File: src/rtl/aq_dtu_halt_ctrl_pkg.sv
// aq_dtu_halt_ctrl_pkg: shared DTU halt states, dcsr cause codes and source indices
package aq_dtu_halt_ctrl_pkg;
  typedef enum logic [2:0] {
    ST_RUN,
    ST_STEP,
    ST_HREQ,
    ST_HWAIT,
    ST_DEBUG,
    ST_RESUME
  } halt_st_e;
  localparam int CAUSE_EBREAK    = 1;
  localparam int CAUSE_TRIG      = 2;
  localparam int CAUSE_HALTREQ   = 3;
  localparam int CAUSE_STEP      = 4;
  localparam int CAUSE_RESETHALT = 5;
  localparam int SRC_EBREAK    = 0;
  localparam int SRC_TRIG      = 1;
  localparam int SRC_HALTREQ   = 2;
  localparam int SRC_STEP      = 3;
  localparam int SRC_RESETHALT = 4;
  localparam int SRC_N         = 5;
endpackage

File: src/rtl/aq_dtu_halt_cause_pri.sv
// aq_dtu_halt_cause_pri: fixed-priority encoder of halt sources to a dcsr cause
module aq_dtu_halt_cause_pri
  import aq_dtu_halt_ctrl_pkg::*;
#(
  parameter int CAUSE_W = 3
) (
  input  logic [SRC_N-1:0]   src,
  output logic               vld,
  output logic [CAUSE_W-1:0] cause
);
  always_comb begin
    vld   = |src;
    cause = src[SRC_RESETHALT] ? CAUSE_W'(CAUSE_RESETHALT) :
            src[SRC_TRIG]      ? CAUSE_W'(CAUSE_TRIG)      :
            src[SRC_EBREAK]    ? CAUSE_W'(CAUSE_EBREAK)    :
            src[SRC_HALTREQ]   ? CAUSE_W'(CAUSE_HALTREQ)   :
            src[SRC_STEP]      ? CAUSE_W'(CAUSE_STEP)      : '0;
  end
endmodule

File: src/rtl/aq_dtu_halt_ctrl.sv
// aq_dtu_halt_ctrl: debug-halt sequencer arbitrating halt sources and running the
// halt/ack, debug-mode and resume handshakes between trigger module, RTU and HAD.
module aq_dtu_halt_ctrl
  import aq_dtu_halt_ctrl_pkg::*;
#(
  parameter int CAUSE_W = 3
) (
  input  logic               forever_cpuclk,
  input  logic               cpurst_b,
  input  logic               had_dtu_haltreq,
  input  logic               had_dtu_resethaltreq,
  input  logic               had_dtu_resumereq,
  input  logic               trig_dtu_halt_hit,
  input  logic               trig_dtu_pending_halt,
  input  logic               rtu_dtu_retire_vld,
  input  logic               rtu_dtu_retire_ebreak,
  input  logic               rtu_dtu_expt_vld,
  input  logic               rtu_dtu_halt_ack,
  input  logic               rtu_dtu_pending_ack,
  input  logic               rtu_yy_xx_dbgon,
  input  logic               dcsr_step,
  output logic               dtu_rtu_halt_req,
  output logic               dtu_rtu_pending_req,
  output logic               dtu_rtu_resume_req,
  output logic [CAUSE_W-1:0] dtu_cause,
  output logic               dtu_had_halted,
  output logic               dtu_had_resume_ack
);
  halt_st_e           state, state_nxt;
  logic               pend, first, rst_halt, hit, run_like;
  logic [SRC_N-1:0]   src;
  logic [CAUSE_W-1:0] cause_nxt;
  assign run_like = (state == ST_RUN) || (state == ST_STEP);
  // haltreq is masked in STEP so the step completes before an external halt is taken
  always_comb begin
    src                = '0;
    src[SRC_EBREAK]    = rtu_dtu_retire_ebreak;
    src[SRC_TRIG]      = trig_dtu_halt_hit | (pend & rtu_dtu_pending_ack);
    src[SRC_HALTREQ]   = had_dtu_haltreq & (state != ST_STEP);
    src[SRC_STEP]      = (state == ST_STEP) & (rtu_dtu_retire_vld | rtu_dtu_expt_vld);
    src[SRC_RESETHALT] = rst_halt;
  end
  aq_dtu_halt_cause_pri #(.CAUSE_W(CAUSE_W)) u_pri (
    .src   (src),
    .vld   (hit),
    .cause (cause_nxt)
  );
  always_ff @(posedge forever_cpuclk or negedge cpurst_b) begin
    if (!cpurst_b) state <= ST_RUN;
    else state <= state_nxt;
  end
  always_comb begin
    state_nxt = state;
    case (state)
      ST_RUN, ST_STEP: state_nxt = hit ? ST_HREQ : state;
      ST_HREQ:         state_nxt = rtu_dtu_halt_ack ? ST_HWAIT : ST_HREQ;
      ST_HWAIT:        state_nxt = rtu_yy_xx_dbgon ? ST_DEBUG : ST_HWAIT;
      ST_DEBUG:        state_nxt = had_dtu_resumereq ? ST_RESUME : ST_DEBUG;
      ST_RESUME:       state_nxt = rtu_yy_xx_dbgon ? ST_RESUME : (dcsr_step ? ST_STEP : ST_RUN);
      default:         state_nxt = ST_RUN;
    endcase
  end
  // pend only survives while running; resethalt is held until it wins a halt
  always_ff @(posedge forever_cpuclk or negedge cpurst_b) begin
    if (!cpurst_b) begin
      pend               <= 1'b0;
      first              <= 1'b1;
      rst_halt           <= 1'b0;
      dtu_cause          <= '0;
      dtu_had_resume_ack <= 1'b0;
    end else begin
      first              <= 1'b0;
      rst_halt           <= first ? had_dtu_resethaltreq : rst_halt & ~(run_like & hit);
      pend               <= run_like & ~hit & (trig_dtu_pending_halt | (pend & ~rtu_dtu_pending_ack));
      dtu_cause          <= (run_like & hit) ? cause_nxt : dtu_cause;
      dtu_had_resume_ack <= (state == ST_RESUME) & ~rtu_yy_xx_dbgon;
    end
  end
  assign dtu_rtu_halt_req    = state == ST_HREQ;
  assign dtu_rtu_pending_req = pend;
  assign dtu_rtu_resume_req  = state == ST_RESUME;
  assign dtu_had_halted      = state == ST_DEBUG;
endmodule

File: config.mk
export PLATFORM = sky130hd
export DESIGN_NAME = aq_dtu_halt_ctrl
export DESIGN_NICKNAME = d
export VERILOG_FILES = /design/src/rtl/aq_dtu_halt_ctrl_pkg.sv /design/src/rtl/aq_dtu_halt_cause_pri.sv /design/src/rtl/aq_dtu_halt_ctrl.sv
export SDC_FILE = /design/constraint.sdc
export NUM_CORES = 1
export LEC_CHECK = 0
export CAP_MARGIN = 0
export CORE_MARGIN = 1
export CORE_UTILIZATION = 41
export DETAILED_ROUTE_END_ITERATION = 12
export GPL_TIMING_DRIVEN = 0
export PLACE_DENSITY = 0.85
export RECOVER_POWER = 50
export SETUP_SLACK_MARGIN = 0.3
export SLEW_MARGIN = 20
export SYNTH_ARGS = -nofsm -noshare
export SYNTH_HDL_FRONTEND = slang
export SYNTH_SLANG_ARGS = --single-unit
export TNS_END_PERCENT = 30
File: constraint.sdc
create_clock -name forever_cpuclk -period 1.65 [get_ports forever_cpuclk]
set_clock_uncertainty 0.15 [all_clocks]
set_input_delay 0.165 -clock forever_cpuclk [delete_from_list [all_inputs] [get_ports forever_cpuclk]]
set_output_delay 0.165 -clock forever_cpuclk [all_outputs]
set_load 0.05 [all_outputs]
# Yosys cells after proc, flatten, opt, wreduce, memory -nomap -nowiden
# Cells that the tools add are included.
[totals]
register_bits = 10
latchBits = 0
mem_bits_rw = 0
rom_bits = 0
inputBits = 14
output_inout_bits = 8
wordCells = 46
memories = 0
[classes]
addsub = 0
mul = 0
div_mod_pow = 0
order_cmp = 0
n_eq_ne = 7
shift = 0
muxes = 13
bitwise = 16
reduce_logical = 4
[ops]
columns = ["cell", "n"]
rows = [
  ["$mux 3", 8],
  ["$pmux 3 s5", 1],
  ["$and 1x1->1", 9],
  ["$eq 3x2->1 const B", 2],
  ["$eq 3x3->1 const B", 2],
  ["$reduce_or 5->1", 1],
  ["$mux 1", 4],
  ["$not 1->1", 4],
  ["$eq 3x1->1 const B", 1],
  ["$logic_not 3->1", 1],
  ["$ne 3x1->1 const B", 1],
  ["$or 1x1->1", 3],
  ["$ne 2x2->1 const B", 1],
  ["$reduce_or 2->1", 1],
  ["$logic_or 1x1->1", 1],
]

# Logic depth before layout (Yosys ltp)
# Gate-level depths: netlist (run 1).
[logic_depth]
depth_word = 7
mapped_depth = 5
ltp_nobuf = 4

# Hierarchy
# A second synthesis (run 1) with hierarchy kept.
[hier_totals]
hier_cells = 50
area_unflattened_um2 = 516.7
[modules_own_cells]
columns = ["module", "n_inst", "cells_per_inst", "area_per_inst_um2", "seq_area_each_um2"]
rows = [
  ["aq_dtu_halt_ctrl", 1, 41, 465.4, 251.5],
  ["aq_dtu_halt_cause_pri", 1, 9, 51.3, 0.0],
]

# Least setup slack after synthesis (run 1)
# Ideal clock, no wire load.
[synth_path]
kind = "register to register"
start = "register pend, in the netlist dtu_rtu_pending_req"
end = "register dtu_cause[1]"
setup_time_ns = 0.125
t_arrival_ns = 1.490
required_ns = 1.375
setup_slack_ns = -0.115
path_stages_with_launch = 4
n_path_buf = 0
period_less_slack_ns = 1.765
cell_sequence = "dfrtp_1 -> a2111oi_4 -> a31oi_2 -> mux2_4"
[synth_via]
elab_chain_len = 4
word_cells_on_any_way = 6
classes_between = "2 x mux; 3 x bitwise; 1 x reduce/logical"
[synth_rtl]
columns = ["item", "line_no", "source"]
rows = [
  ["start, declared", "aq_dtu_halt_ctrl.sv:30", "logic pend, first, rst_halt, hit, run_like;"],
  ["start signal, assigned", "aq_dtu_halt_ctrl.sv:74", "pend <= run_like & ~hit & (trig_dtu_pending_halt | (pend & ~rtu_dtu_pending_ack));"],
  ["$and 1x1->1 (*)", "aq_dtu_halt_ctrl.sv:38", "src[SRC_TRIG] = trig_dtu_halt_hit | (pend & rtu_dtu_pending_ack);"],
  ["$or 1x1->1 (*)", "aq_dtu_halt_ctrl.sv:38", ""],
  ["$reduce_or 5->1 or $mux 3 (tied branches)", "aq_dtu_halt_cause_pri.sv:12, aq_dtu_halt_cause_pri.sv:14", ""],
  ["$and 1x1->1 or $mux 3 (tied branches)", "aq_dtu_halt_ctrl.sv:75, aq_dtu_halt_cause_pri.sv:13", ""],
  ["end signal, assigned", "aq_dtu_halt_ctrl.sv:75", "dtu_cause <= (run_like & hit) ? cause_nxt : dtu_cause;"],
  ["end, declared", "aq_dtu_halt_ctrl.sv:25", "output logic [CAUSE_W-1:0] dtu_cause,"],
]
# Mark *: on every way between the ends. The rest lies on a longest branch, timed or not.
# A chain may end at the register's enable or synchronous reset.

# Worst setup path in the final report (run 1)
[layout_path]
start = "register pend, in the netlist dtu_rtu_pending_req"
end = "register dtu_cause[2]"
# Same word-level chain as after synthesis.

==> impl_metrics.yaml, run 1 <==
global_route:
  grt_use_met3: 0.0520
  gr-usage-met2: 0.400
  grt_pass1_wl_mm: 2.01
  grt_usage: 0.205
  grt_overflow: 0
  antenna_found_initial: 0
  busiest_layer: "met2"
  grt_pass1_vias: 498
  grt_max_degree: 11
  grt_use_met1: 0.190
synth:
  ys_seq_area_frac: 0.456
  yosysTopAreaCell: "dfrtp_1"
  synth_edf_count: 0
  synth.avg_cell_area_sq_um: 9.51
  synth.net_count: 72
  yosysUniqueCellTypes: 24
  syn_inst: 58
  synth-seq-cells: 10
  synthArstFlopShare: 1.00
  synthTopCellsByArea: "dfrtp_1, a2111oi_4, dfstp_2"
  ys.flop_type: "dfrtp_1"
  syn_area_sq_um: 552
  synth_warnings: 0
  synth_top_area_frac: 0.408
clock_network:
  numCtsBuffers: 3
  cts_buffer_depth: 2
  clock-root-buffer: "clkbuf_4"
  clkTransAtPathRegs_ns: 0.07
  cts_sinks: 10
  cts-hold-fix-buffers: 0
  htreeDepth: 1
  cts_tree: "built"
  clkLatencyLatePin_ns: 0.26
flow_run:
  max_cap_viol_count: 0
route:
  antenna_left: 0
  routed_wl_mm: 1.29
  firstDrtPassIters: 4
  vias: 531
  wl_per_cell_um: 12.9
  vias_per_cell: 5.31
  remaining_drc_errors: 0
  drt_iter0_markers: 5
placed_design:
  routabilityCongestion: 0.726
  preCtsSetupSlack_ns: -0.267
  io_buffers: 21
  hpwl_um: 927
final_layout:
  final_nets: 101
  n_fill_cell: 90
  fin_util: 0.746
  drive_above_1_share: 0.267
  n_antenna_cell: 0
  area_growth_pct: 58.3
power_and_ir_drop:
  power_leakage_nw: 0.378
  p_per_area_mw_per_mm2: 1500
  vdd_drop_max_mv: 1.14
  p_total_mw: 1.31
worst_setup_path:
  cp-end-kind: "flop"
  crit_path_max_fanout: 4
  crit_path_max_incr_delay_ns: 0.44
  crit_chain: "a2111oi_4, a31oi_4, buf_4, o32a_2"
  critical_path_class: "reg2reg"
  path_buf_inv: 1
  crit_required_ns: 1.64
  cp.arrival_ns: 1.56
  start_kind: "flop"
  critPathSlowestCell: "dfrtp_2"
  crit_family: "compound AO/OA/AOI/OAI gates"
floorplanning:
  num_rows: 12
  die-area_sq_mm: 0.00150
  io_pins: 22
  core_sq_mm: 0.00117
  die_x_um: 38.7
  floorplan.initialDensity: 0.471
  die_y_um: 38.7
timing:
  rsz0062_at_grt: "yes"
  hold_violations: 0
  setup_violations: 0
  period_needed_ns: 1.57
  slew_viol_final: 0
  achievable-frequency_ghz: 0.637
  setup_ws_ns: 0.0792
  period_share: 0.952
status:
  status: "completed"
min_path:
  holdCritPathClass: "in2async"
## what timing repair did
| item | 4_1_cts | 5_1_grt |
|---|---|---|
| gates resized for setup | 29 | 10 |
| buffers inserted | 2 | 1 |
| pin swaps | 2 | 2 |
| endpoints found under the setup margin | 13 | 14 |
| hold endpoints to repair | 0 | 0 |
## Yosys cell counts (2+ instances only)
| cell type | count |
|---|---|
| dfrtp_1 | 9 |
| nand2b_1 | 3 |
| o21ai_0 | 4 |
| o22ai_1 | 3 |
| nand2_1 | 4 |
| inv_1 | 3 |
| a31oi_1 | 2 |
| nor2b_1 | 4 |
| nor3b_1 | 2 |
| a21oi_1 | 5 |
| nor2_1 | 6 |
## sequential cells by signal, summed over array words and instances (netlist names)
name and flops:
dtu_cause 3, dtu_had_resume_ack 1, dtu_rtu_pending_req 1, first 1
rst_halt 1, state 3
## where the power goes
group | total (mW) | leakage, nW | switching, mW | internal, mW
Combinational | 0.737 | 0.245 | 0.418 | 0.319
Sequential | 0.400 | 0.119 | 0.0788 | 0.321
Clock | 0.174 | 0.0150 | 0.0807 | 0.0931
## worst register-to-register path: cells and delay by family, from the launching register on
family                 cells  cell delay (ns)
buffers and inverters      1             0.16
AOI/OAI and AO/OA          3             0.70
DFF                        1             0.44
## final cells by class
type                    instances  area, sq um  area share
multi-input cells              44          320       0.367
flip-flops and latches         10          254       0.291
plain buffers                   1         7.51     0.00860
well taps                      14         17.5      0.0201
repair buffers                 24          236       0.271
clock buffers                   4         26.3      0.0301
inverters                       3         11.3      0.0129
## worst paths after layout
check	startpoint	slack [ns]	depth (start not counted)	to
max	dtu_rtu_pending_req	0.08	4	dtu_cause[2]
max reg2reg	dtu_rtu_pending_req	0.08	4	dtu_cause[2]
min in group forever_cpuclk	rtu_dtu_pending_ack	0.23	4	dtu_rtu_pending_req
max in group asynchronous	cpurst_b	0.84	1	first
min reg2reg	dtu_cause[2]	0.36	1	dtu_cause[2]
min	cpurst_b	0.14	1	dtu_cause[0]
## per-stage QoR
stage	instances	cell area, sq um	hold WS, ns	TNS (ns)
after floorplan	58	553	-0.281	-0.00701
after global placement	93	781	0.341	-1.00
after CTS	99	831	0.0733	0
after detailed placement	93	781	0.351	-1.18
final	100	873	0.143	0
after global routing	100	873	0.152	0
## kinds of logic (layout without fill, tap and decap cells)
| group | after synthesis | after routing | share of synthesized area |
|---|---|---|---|
| AO/OA/AOI/OAI | 18 | 18 | 0.245 |
| buffers and inverters | 4 | 32 | 0.0295 |
| flip-flops | 10 | 10 | 0.456 |
| multiplexers | 1 | 1 | 0.0272 |
| other | 1 | 1 | 0.00680 |
| AND/OR/NAND/NOR | 24 | 24 | 0.236 |
## layout by cell type, fill, tap and decap left out, types with 2 or more instances in the layout
master	instances
buf_4	3
dfrtp_1	7
clkdlybuf4s50_1	11
o21ai_0	4
nand2b_1	2
o22ai_1	3
dfrtp_2	2
nor2b_1	3
dlygate4sd2_1	5
a21oi_1	5
nor2_1	5
inv_1	3
a31oi_1	2
clkbuf_4	4
nand2_1	4
buf_6	2
## per-layer routing
| layer | part of all wire | up-vias |
|---|---|---|
| li1 | - | 264 |
| met1 | 0.41 | 244 |
| met2 | 0.53 | 21 |
| met3 | 0.051 | 2 |
| met4 | 0.015 | 0 |
| met5 | 0 | - |
Note: power is estimated with default switching activity, not from simulation.
==> run 2: changes to the inputs <==
- PLACE_DENSITY: 0.85 -> 0.74
==> impl_metrics.yaml, run 2 (synthesis gave the netlist of run 1 again) <==
timing:
  setup_violations: 0
  max_slew_margin: 0.605
  hold_violations: 0
  rsz0062_at_grt: "yes"
  period_share: 0.965
  fin_hold_ws_ns: 0.129
  achievable-frequency_ghz: 0.628
  worst_pin_slew_ns: 0.594
  slew_viol_final: 0
  period_needed_ns: 1.59
  setup_ws_ns: 0.0576
route:
  remaining_drc_errors: 0
  routed_wl_mm: 1.43
  vias_per_cell: 5.37
  drt_iter0_markers: 5
  firstDrtPassIters: 4
  antenna_left: 0
  vias: 532
  wl_per_cell_um: 14.4
final_layout:
  drive_above_1_share: 0.329
  layout_common_cells: "clkdlybuf4s50_1, dfrtp_1, a21oi_1, nand2_1"
  layout_commonest_cell: "clkdlybuf4s50_1"
  n_antenna_cell: 0
  area_growth_pct: 57.1
  reg.largest.list: "dtu_cause x3, state x3"
  final_nets: 100
power_and_ir_drop:
  pwr-share-clk: 0.129
  p_per_area_mw_per_mm2: 1540
  netSwitchingPower_uw: 616
  swShare: 0.461
  seqPwrFrac: 0.314
  p_total_mw: 1.34
  vdd_drop_max_mv: 0.944
  internal-power_uw: 721
  power_leakage_nw: 0.367
  combinationalPowerShare: 0.557
worst_setup_path:
  crit_family: "compound AO/OA/AOI/OAI gates"
  path_buf_inv: 1
  start_kind: "flop"
  cp-end-kind: "flop"
  crit_required_ns: 1.65
  crit_chain: "a2111oi_4, buf_4, nand3b_1, o21a_1"
  critical_path_class: "reg2reg"
  crit_path_max_fanout: 4
  cp.arrival_ns: 1.59
  crit_path_max_incr_delay_ns: 0.43
  critPathSlowestCell: "dfrtp_2"
clock_network:
  cts-hold-fix-buffers: 0
  clock-root-buffer: "clkbuf_4"
  clkTransAtPathRegs_ns: 0.07
  clkLatencyLatePin_ns: 0.27
  numCtsBuffers: 3
  cts_sinks: 10
  cts_tree: "built"
  cts_buffer_depth: 2
  htreeDepth: 1
placed_design:
  io_buffers: 21
  routabilityCongestion: 0.770
  hpwl_um: 910
  preCtsSetupSlack_ns: -0.271
floorplanning:
  num_rows: 12
  io_pins: 22
  die_x_um: 38.7
  floorplan.initialDensity: 0.471
  die-area_sq_mm: 0.00150
  core_sq_mm: 0.00117
  die_y_um: 38.7
global_route:
  grt_max_degree: 11
  grt_pass1_vias: 536
  grt_pass1_wl_mm: 2.10
  grt_usage: 0.207
  grt_overflow: 0
  antenna_found_initial: 0
flow_run:
  max_cap_viol_count: 0
status:
  status: "completed"
min_path:
  holdCritPathClass: "in2async"
==> run 2: cell types whose count changed in the layout (fill, tap and decap cells not counted), sizes merged <==
cell and change:
clkbuf +3, dlygate4sd2 -4
==> run 2: worst paths after layout <==
| check | from | endpoint | slack (ns) | cells past startpoint |
|---|---|---|---|---|
| worst max-delay path | dtu_rtu_pending_req | state[1] | 0.06 | 4 |
| worst min-delay path | cpurst_b | dtu_cause[0] | 0.13 | 1 |
| worst max register to register | dtu_rtu_pending_req | state[1] | 0.06 | 4 |
| worst min register to register | dtu_cause[2] | dtu_cause[2] | 0.34 | 1 |
| max in group asynchronous | cpurst_b | first | 0.87 | 1 |
| min in group forever_cpuclk | rtu_dtu_pending_ack | dtu_rtu_pending_req | 0.25 | 4 |
==> run 2: final cells by class <==
class                           instances  area, sq um
Sequential cell                        10          255
Inverter                                3         11.3
Multi-Input combinational cell         44          335
Fill cell                              97          304
Buffer                                  1         5.00
Timing Repair Buffer                   23          216
Tap cell                               14         17.5
Clock buffer                            4         26.3
==> run 2: repair_timing <==
action | in CTS | in global routing
gates resized for setup | 23 | 30
buffers inserted | 2 | 0
endpoints found under the setup margin | 13 | 14
pin swaps | 2 | 5
==> run 2: power groups by stage <==
stage	Combinational (mW)	Clock, mW	Sequential [mW]
final	0.745	0.173	0.419
after global routing	0.795	0.191	0.427
after CTS	0.664	0.178	0.383
after detailed placement	0.664	0	0.389
after global placement	0.654	0	0.386
after floorplan	0.336	0	0.503
==> run 2: per-layer routing <==
| metal | global-route usage | up-vias | share of wire |
|---|---|---|---|
| met2 | 0.367 | 20 | 0.50 |
| met5 | 0 | - | 0 |
| met4 | 0.0603 | 0 | 0.020 |
| met3 | 0.0751 | 4 | 0.056 |
| li1 | - | 263 | - |
| met1 | 0.229 | 245 | 0.42 |
==> run 2: worst reg2reg max path: cells and delay by family (launching register included) <==
| kind | cells | cell delay, ns |
|---|---|---|
| AND/OR/NAND/NOR | 1 | 0.10 |
| flip-flops | 1 | 0.43 |
| AO/OA/AOI/OAI | 2 | 0.59 |
| buffers and inverters | 1 | 0.19 |
==> run 2: stage by stage <==
step	area [sq um]	setup TNS [ns]	cells	utilization
6_report	867	0	99	0.740
5_1_grt	867	-0.00808	99	0.740
4_1_cts	815	0	99	0.696
3_5_place_dp	781	-1.20	93	0.667
3_3_place_gp	781	-1.09	93	0.667
2_1_floorplan	553	-0.00701	58	-
==> run 3: changes to the inputs <==
- SETUP_SLACK_MARGIN: 0.3 -> 0.05
==> impl_metrics.yaml, run 3 (synthesis gave the netlist of run 1 again) <==
status:
  status: "completed"
clock_network:
  clkTransAtPathRegs_ns: 0.07
  numCtsBuffers: 3
  clock-root-buffer: "clkbuf_4"
  cts_tree: "built"
  htreeDepth: 1
  post_cts_buffers: 0
  cts-hold-fix-buffers: 0
  cts_buffer_depth: 2
  cts_sinks: 10
  clkLatencyLatePin_ns: 0.26
floorplanning:
  io_pins: 22
  floorplan.initialDensity: 0.471
  die_y_um: 38.7
  core_sq_mm: 0.00117
  die-area_sq_mm: 0.00150
  num_rows: 12
  die_x_um: 38.7
final_layout:
  layout_common_cells: "clkdlybuf4s50_1, nor2_1, dfrtp_1, a21oi_1, dlygate4sd2_1"
  n_antenna_cell: 0
  n_fill_cell: 101
  drive_above_1_share: 0.205
  final_nets: 98
  layout_commonest_cell: "clkdlybuf4s50_1"
  fin_util: 0.700
  seqCellArea_sq_um: 255
  area_growth_pct: 48.5
  multi_input_area_sq_um: 298
  reg.largest.list: "dtu_cause x3, state x3"
timing:
  setup_ws_ns: 0.0518
  period_needed_ns: 1.60
  fin_hold_ws_ns: 0.137
  achievable-frequency_ghz: 0.626
  period_share: 0.969
  tns_ns: 0
  setup_violations: 0
  rsz0062_at_grt: "yes"
  hold_violations: 0
  slew_viol_final: 0
flow_run:
  max_cap_viol_count: 0
placed_design:
  io_buffers: 21
  routabilityCongestion: 0.743
  hpwl_um: 938
  preCtsSetupSlack_ns: -0.243
worst_setup_path:
  r2r_setup_slack_ns: 0.08
  crit_required_ns: 1.65
  cp.arrival_ns: 1.60
  r2r_cells: 3
  reg2reg_from: "state[2]"
  crit_path_max_fanout: 4
  r2r-end: "dtu_cause[1]"
  critical_path_class: "in2reg"
  start_kind: "input pin"
  cp-end-kind: "flop"
global_route:
  grt_overflow: 0
  antenna_found_initial: 0
  grt_pass1_wl_mm: 1.97
  grt_pass1_vias: 483
  grt_max_degree: 11
  grt_usage: 0.195
route:
  drt_iter0_markers: 5
  remaining_drc_errors: 0
  vias_per_cell: 5.22
  vias: 506
  routed_wl_mm: 1.17
  firstDrtPassIters: 4
  wl_per_cell_um: 12.1
  antenna_left: 0
power_and_ir_drop:
  p_total_mw: 1.26
  vdd_drop_max_mv: 0.926
  power_leakage_nw: 0.345
  p_per_area_mw_per_mm2: 1530
min_path:
  holdCritPathClass: "in2async"
-- run 3: changes by cell type in the layout (fill, tap and decap cells not counted), moves of 2 or more --
cell,before,now
dlygate4sd2_1,1,5
buf_6,3,0
clkbuf_2,3,0
nor2_1,3,6
clkbuf_1,2,0
nor2_4,2,0
-- run 3: how the worst max path moves through the flow --
stage,start,depth (start not counted),endpoint
floorplan,dtu_rtu_pending_req,3,dtu_cause[1]
global placement,rtu_dtu_pending_ack,4,dtu_cause[1]
detailed placement,rtu_dtu_pending_ack,4,dtu_cause[1]
CTS,rtu_dtu_pending_ack,4,dtu_cause[1]
global route,rtu_dtu_pending_ack,4,dtu_cause[1]
finish,rtu_dtu_pending_ack,4,dtu_cause[1]
-- run 3: area by class of cell --
cell class,count,share of cell area
clock buffer,4,0.0443
multi-input combinational,44,0.363
tap,14,0.0214
timing repair buffer,21,0.240
inverter,3,0.0137
buffer,1,0.00611
sequential,10,0.311
-- run 3: critical path, stage by stage --
cell             delay (ns)
clkdlybuf4s50_1        0.48
a2111oi_4              0.48
a31oi_4                0.15
mux2_4                 0.31
-- run 3: through the flow --
stage | instances | cell area, sq um
6_report | 97 | 820
5_1_grt | 97 | 820
4_1_cts | 97 | 807
3_5_place_dp | 93 | 781
3_3_place_gp | 93 | 781
2_1_floorplan | 58 | 553
-- run 3: layer usage --
| metal | part of all wire | GRT usage | routed length, um |
|---|---|---|---|
| met5 | 0 | 0 | 0 |
| met4 | 0.0060 | 0.103 | 7 |
| met3 | 0.043 | 0.0520 | 51 |
| met2 | 0.47 | 0.300 | 546 |
| met1 | 0.48 | 0.246 | 568 |
-- run 3: report_power, final --
part	switching, mW	internal [mW]	leakage [nW]	total, mW
Sequential	0.0636	0.323	0.117	0.387
Combinational	0.406	0.246	0.207	0.651
Clock	0.0836	0.134	0.0210	0.218
Total	0.553	0.703	0.345	1.26
-- run 3: repair_timing --
| action | in CTS | in global routing |
|---|---|---|
| setup endpoints to repair | 9 | 8 |
| resized for setup | 22 | 6 |
| pin swaps | 1 | 0 |
